### src/rtl/cpu_mem_bridge.sv
// CPU-to-SRAM bridge: accepts single-word CPU loads/stores and drives a
// synchronous single-port SRAM with byte enables. Loads return through a
// registered response with valid/ready backpressure. The bridge also keeps
// read, write and stall performance counters and a sticky protocol-error flag.
module cpu_mem_bridge #(
    parameter int ADDR_W = 14
) (
    input  logic              clk,
    input  logic              rst,
    input  logic [31:0]       Address,
    input  logic              MemRead,
    input  logic              MemWrite,
    input  logic [31:0]       Write_data,
    input  logic [3:0]        Write_strb,
    output logic              Mem_Req_Ready,
    output logic [31:0]       Read_data,
    output logic              Read_data_Valid,
    input  logic              Read_data_Ready,
    output logic              sram_en,
    output logic [3:0]        sram_wen,
    output logic [ADDR_W-1:0] sram_addr,
    output logic [31:0]       sram_wdata,
    input  logic [31:0]       sram_rdata,
    output logic [31:0]       rd_cnt,
    output logic [31:0]       wr_cnt,
    output logic [31:0]       stall_cnt,
    output logic              proto_err
);

    typedef enum logic [1:0] {
        IDLE    = 2'd0,
        RD_WAIT = 2'd1,
        RESP    = 2'd2
    } state_t;

    state_t      state_q;
    logic [31:0] rdata_q;
    logic [31:0] rd_cnt_q;
    logic [31:0] wr_cnt_q;
    logic [31:0] stall_cnt_q;
    logic        proto_err_q;

    logic        in_idle;
    logic        acc_rd;
    logic        acc_wr;
    logic        req_any;
    logic        unused_addr_bits;

    // A request can only be taken in IDLE, and never while reset is held.
    assign in_idle = (state_q == IDLE) && !rst;

    // A read always wins; a concurrent write is dropped. Zero-strobe writes
    // are accepted but never touch the SRAM.
    assign acc_rd  = in_idle && MemRead;
    assign acc_wr  = in_idle && MemWrite && !MemRead && (Write_strb != 4'b0000);
    assign req_any = MemRead || MemWrite;

    assign Mem_Req_Ready   = in_idle;
    assign Read_data_Valid = (state_q == RESP);
    assign Read_data       = rdata_q;

    // SRAM is driven straight from the CPU request in the accept cycle; the
    // word address aliases, dropping the byte offset and all upper bits.
    assign sram_en    = acc_rd || acc_wr;
    assign sram_wen   = acc_wr ? Write_strb : 4'b0000;
    assign sram_addr  = Address[ADDR_W+1:2];
    assign sram_wdata = Write_data;

    assign unused_addr_bits = ^{Address[31:ADDR_W+2], Address[1:0]};

    assign rd_cnt    = rd_cnt_q;
    assign wr_cnt    = wr_cnt_q;
    assign stall_cnt = stall_cnt_q;
    assign proto_err = proto_err_q;

    // Request/response FSM: capture SRAM data one cycle after the read enable
    // and hold it until the CPU takes it.
    always_ff @(posedge clk) begin
        if (rst) begin
            state_q     <= IDLE;
            rdata_q     <= 32'h0;
            proto_err_q <= 1'b0;
        end else begin
            case (state_q)
                IDLE: begin
                    if (MemRead) begin
                        state_q <= RD_WAIT;
                        if (MemWrite) begin
                            proto_err_q <= 1'b1;
                        end
                    end
                end
                RD_WAIT: begin
                    rdata_q <= sram_rdata;
                    state_q <= RESP;
                end
                RESP: begin
                    if (Read_data_Ready) begin
                        state_q <= IDLE;
                    end
                end
                default: state_q <= IDLE;
            endcase
        end
    end

    // Free-running performance counters; they wrap naturally at 2^32.
    always_ff @(posedge clk) begin
        if (rst) begin
            rd_cnt_q    <= 32'h0;
            wr_cnt_q    <= 32'h0;
            stall_cnt_q <= 32'h0;
        end else begin
            if (acc_rd) begin
                rd_cnt_q <= rd_cnt_q + 32'd1;
            end
            if (acc_wr) begin
                wr_cnt_q <= wr_cnt_q + 32'd1;
            end
            if (req_any && !Mem_Req_Ready) begin
                stall_cnt_q <= stall_cnt_q + 32'd1;
            end
        end
    end

endmodule

### config.mk
export PLATFORM = sky130hd
export DESIGN_NAME = cpu_mem_bridge
export DESIGN_NICKNAME = d
export VERILOG_FILES = /design/src/rtl/cpu_mem_bridge.sv
export SDC_FILE = /design/constraint.sdc
export NUM_CORES = 1
export LEC_CHECK = 0
export ABC_AREA = 0
export CAP_MARGIN = 0
export CORE_UTILIZATION = 46
export CTS_CLUSTER_SIZE = 14
export DETAILED_ROUTE_END_ITERATION = 10
export GPL_ROUTABILITY_DRIVEN = 0
export PLACE_DENSITY = 0.87
export SLEW_MARGIN = 20
export SYNTH_ARGS = -nofsm -noshare
export SYNTH_HDL_FRONTEND = slang
export SYNTH_SLANG_ARGS = --single-unit
export TNS_END_PERCENT = 10
### constraint.sdc
create_clock -name clk -period 3.55 [get_ports clk]
set_input_delay 0.355 -clock clk [delete_from_list [all_inputs] [get_ports clk]]
set_output_delay 0.355 -clock clk [all_outputs]
set_load 0.005 [all_outputs]
==> impl_metrics.json <==
{
  "die_h_um": 120,
  "final_area_mm2": 0.00858,
  "path_delay_family": "simple AND/OR/NAND/NOR gates",
  "grt_usage": 0.222,
  "root_buffer": "clkbuf_16",
  "fillers": 1133,
  "finalSetupViolCount": 0,
  "crit_start": "state_q[1]",
  "grt_pass1_vias": 5429,
  "cp-end-kind": "output port",
  "status": "finished, final reports clean",
  "cp.arrival_ns": 2.42,
  "insertion_delay_ns": 0.42,
  "final_antenna_net_count": 0,
  "cts_buffer_depth": 2,
  "path_class": "flop to output port",
  "io_pins": 287,
  "synthesis.area_mm2": 0.00643,
  "routedWlPerCell_um": 14.7,
  "multiInputGateArea_mm2": 0.00325,
  "postPlaceCellArea_mm2": 0.00794,
  "reg2reg_setup_slack_ns": 1.12,
  "drc": 0,
  "vias": 5997,
  "relSlewSlack": 0.385,
  "post_cts_resized": 0,
  "whs_ns": 0.452,
  "final.setup.tns_ns": 0,
  "port_buffers": 176,
  "cp_max_fo": 7,
  "required_ns": 3.19,
  "synth_ff_type": "dfxtp_1",
  "clk_pin_slew_ns": 0.06,
  "fin_skew_ns": 0.00747,
  "postSynthAreaPerCell_um2": 8.25,
  "dp_hpwl_mm": 10.6,
  "postCtsSetupBuffers": 0,
  "num_antenna_cells": 0,
  "fmax_mhz": 360,
  "crit_buf_inv": 1,
  "synth-edff-count": 0,
  "synth_nets": 888,
  "numClockSinks": 131,
  "p_leak_nw": 2.90,
  "crit_chain": "or3_1, nor3_1, nand2b_1, clkdlybuf4s50_1",
  "vias_per_cell": 5.55,
  "grt_first_pass_wirelength_mm": 26.0,
  "worst_setup_path_start_kind": "flop",
  "drive_gt1_frac": 0.0873,
  "finalHoldViolations": 0,
  "seq_area_mm2": 0.00262,
  "nets": 1000,
  "hold_buffers": 0,
  "die_w_um": 120,
  "dr.first_iter.drc_count": 334,
  "antenna_found_initial": 0,
  "vdd_ir_drop_max_mv": 0.335,
  "syn_to_final_growth_pct": 33.3,
  "ys_seq_area_frac": 0.408,
  "yosysUniqueCellTypes": 40,
  "grt_overflow_total": 0,
  "cts_tree": "done",
  "ys_warn_count": 0,
  "slowest_delay_ns": 0.52,
  "ys_seq_elements": 131,
  "cts_buffers": 17,
  "dr.pass1.iters": 5,
  "start_util": 0.478,
  "grt_max_degree": 93,
  "worstMarginPinSlew_ns": 0.922,
  "slew_viol_final": 0,
  "core_area_mm2": 0.0135,
  "worstHoldStart": "Read_data[8]",
  "reg2reg_from": "state_q[0]",
  "min_path_type": "flop to flop",
  "drt_wl_total_mm": 15.9,
  "dieArea_mm2": 0.0145,
  "post-route-min-period_ns": 2.78,
  "cap_violations": 0,
  "htreeDepth": 4,
  "fp-row-count": 42,
  "power_density_mw_per_mm2": 421,
  "synthCells": 780,
  "slowest_stage": "clkdlybuf4s50_1",
  "rsz0062_at_grt": "no",
  "async_reset_ff_frac": 0,
  "p_total_mw": 3.61,
  "finalCritPeriodShare": 0.782
}
[cells by family (layout without fill, tap and decap cells)]
| kind of cell | Yosys count | count (layout) | share of synthesized area |
|---|---|---|---|
| AO/OA/AOI/OAI | 113 | 113 | 0.100 |
| XOR/XNOR | 23 | 23 | 0.0313 |
| adder cells (fa/ha/maj) | 3 | 3 | 0.00583 |
| buffers and inverters | 102 | 227 | 0.0883 |
| flip-flops | 131 | 131 | 0.408 |
| multiplexers | 34 | 34 | 0.0593 |
| AND/OR/NAND/NOR | 374 | 374 | 0.307 |
[cells in the final DEF, fill, tap and decap left out, types with 25 or more instances in the layout]
cell type	Yosys	layout
clkdlybuf4s50_1	0	175
nand3_1	26	26
nand2_1	97	97
or4_1	25	25
a21oi_1	71	71
nand4_1	33	33
nor2b_1	34	34
dfxtp_1	131	131
nor2_1	59	59
mux2_2	33	33
[path summary, 6_finish.rpt]
check,to,cells past startpoint
min reg2reg,Read_data[8],2
min,Read_data[8],2
max reg2reg,rd_cnt[26],5
max,sram_en,4
[worst register-to-register path: stages (launching register included)]
cell	delay, ns
dfxtp_1	0.37
or4b_1	0.66
inv_2	0.25
nand3_2	0.29
nor4b_1	0.38
mux2_2	0.36
[power breakdown]
group	leakage, nW	switching [mW]	internal [mW]
clock	0.301	0.664	1.21
sequential	1.06	0.0191	1.50
combinational	1.54	0.106	0.115
[per-layer routing]
| metal | vias to the layer above | track usage | routed length (um) | part of all wire |
|---|---|---|---|---|
| li1 | 2954 | - | - | - |
| met1 | 2812 | 0.278 | 6920 | 0.43 |
| met2 | 206 | 0.348 | 7450 | 0.47 |
| met3 | 25 | 0.0929 | 1340 | 0.084 |
| met4 | 0 | 0.0633 | 215 | 0.014 |
| met5 | - | 0 | 0 | 0 |
[flip-flops by register name (all words and copies together), names as in the netlist]
| name | flops |
|---|---|
| wr_cnt | 32 |
| stall_cnt | 32 |
| rd_cnt | 32 |
| Read_data | 32 |
| proto_err | 1 |
| state_q | 2 |
[cell type report]
type | count | area share
clock buffer | 19 | 0.0528
multi-input combinational | 547 | 0.378
inverter | 13 | 0.00569
tap | 176 | 0.0257
clock inverter | 13 | 0.0213
timing repair buffer | 182 | 0.210
sequential | 131 | 0.306
[stage by stage]
step / instances / setup slack, ns / util
2_1_floorplan: 780 / 1.42 / -
3_3_place_gp: 1049 / 0.628 / 0.590
3_5_place_dp: 1049 / 0.604 / 0.590
4_1_cts: 1081 / 0.739 / 0.637
5_1_grt: 1081 / 0.635 / 0.638
6_report: 1081 / 0.774 / 0.638
[synthesized netlist by cell type (2+ instances only)]
| cell | n | area [um2] |
|---|---|---|
| buf_4 | 46 | 345 |
| nand2b_1 | 5 | 31.3 |
| nor2b_1 | 34 | 213 |
| ha_1 | 3 | 37.5 |
| dfxtp_1 | 131 | 2620 |
| nand3_1 | 26 | 130 |
| buf_1 | 3 | 11.3 |
| nor4_1 | 22 | 138 |
| nand4_1 | 33 | 206 |
| nand2_1 | 97 | 364 |
| inv_1 | 11 | 41.3 |
| nor2_1 | 59 | 221 |
| a21oi_1 | 71 | 355 |
| o31ai_1 | 22 | 165 |
| or4_1 | 25 | 188 |
| o21ai_0 | 14 | 70.1 |
| and2_1 | 4 | 25.0 |
| and3_1 | 16 | 100 |
| buf_2 | 4 | 20.0 |
| and4_1 | 15 | 131 |
| or3_1 | 14 | 87.6 |
| inv_2 | 2 | 7.51 |
| xnor2_1 | 12 | 105 |
| xor2_1 | 11 | 96.3 |
| clkbuf_1 | 35 | 131 |
| mux2_2 | 33 | 372 |
| nor3_1 | 19 | 95.1 |
Power figures use the tool's default switching activity.
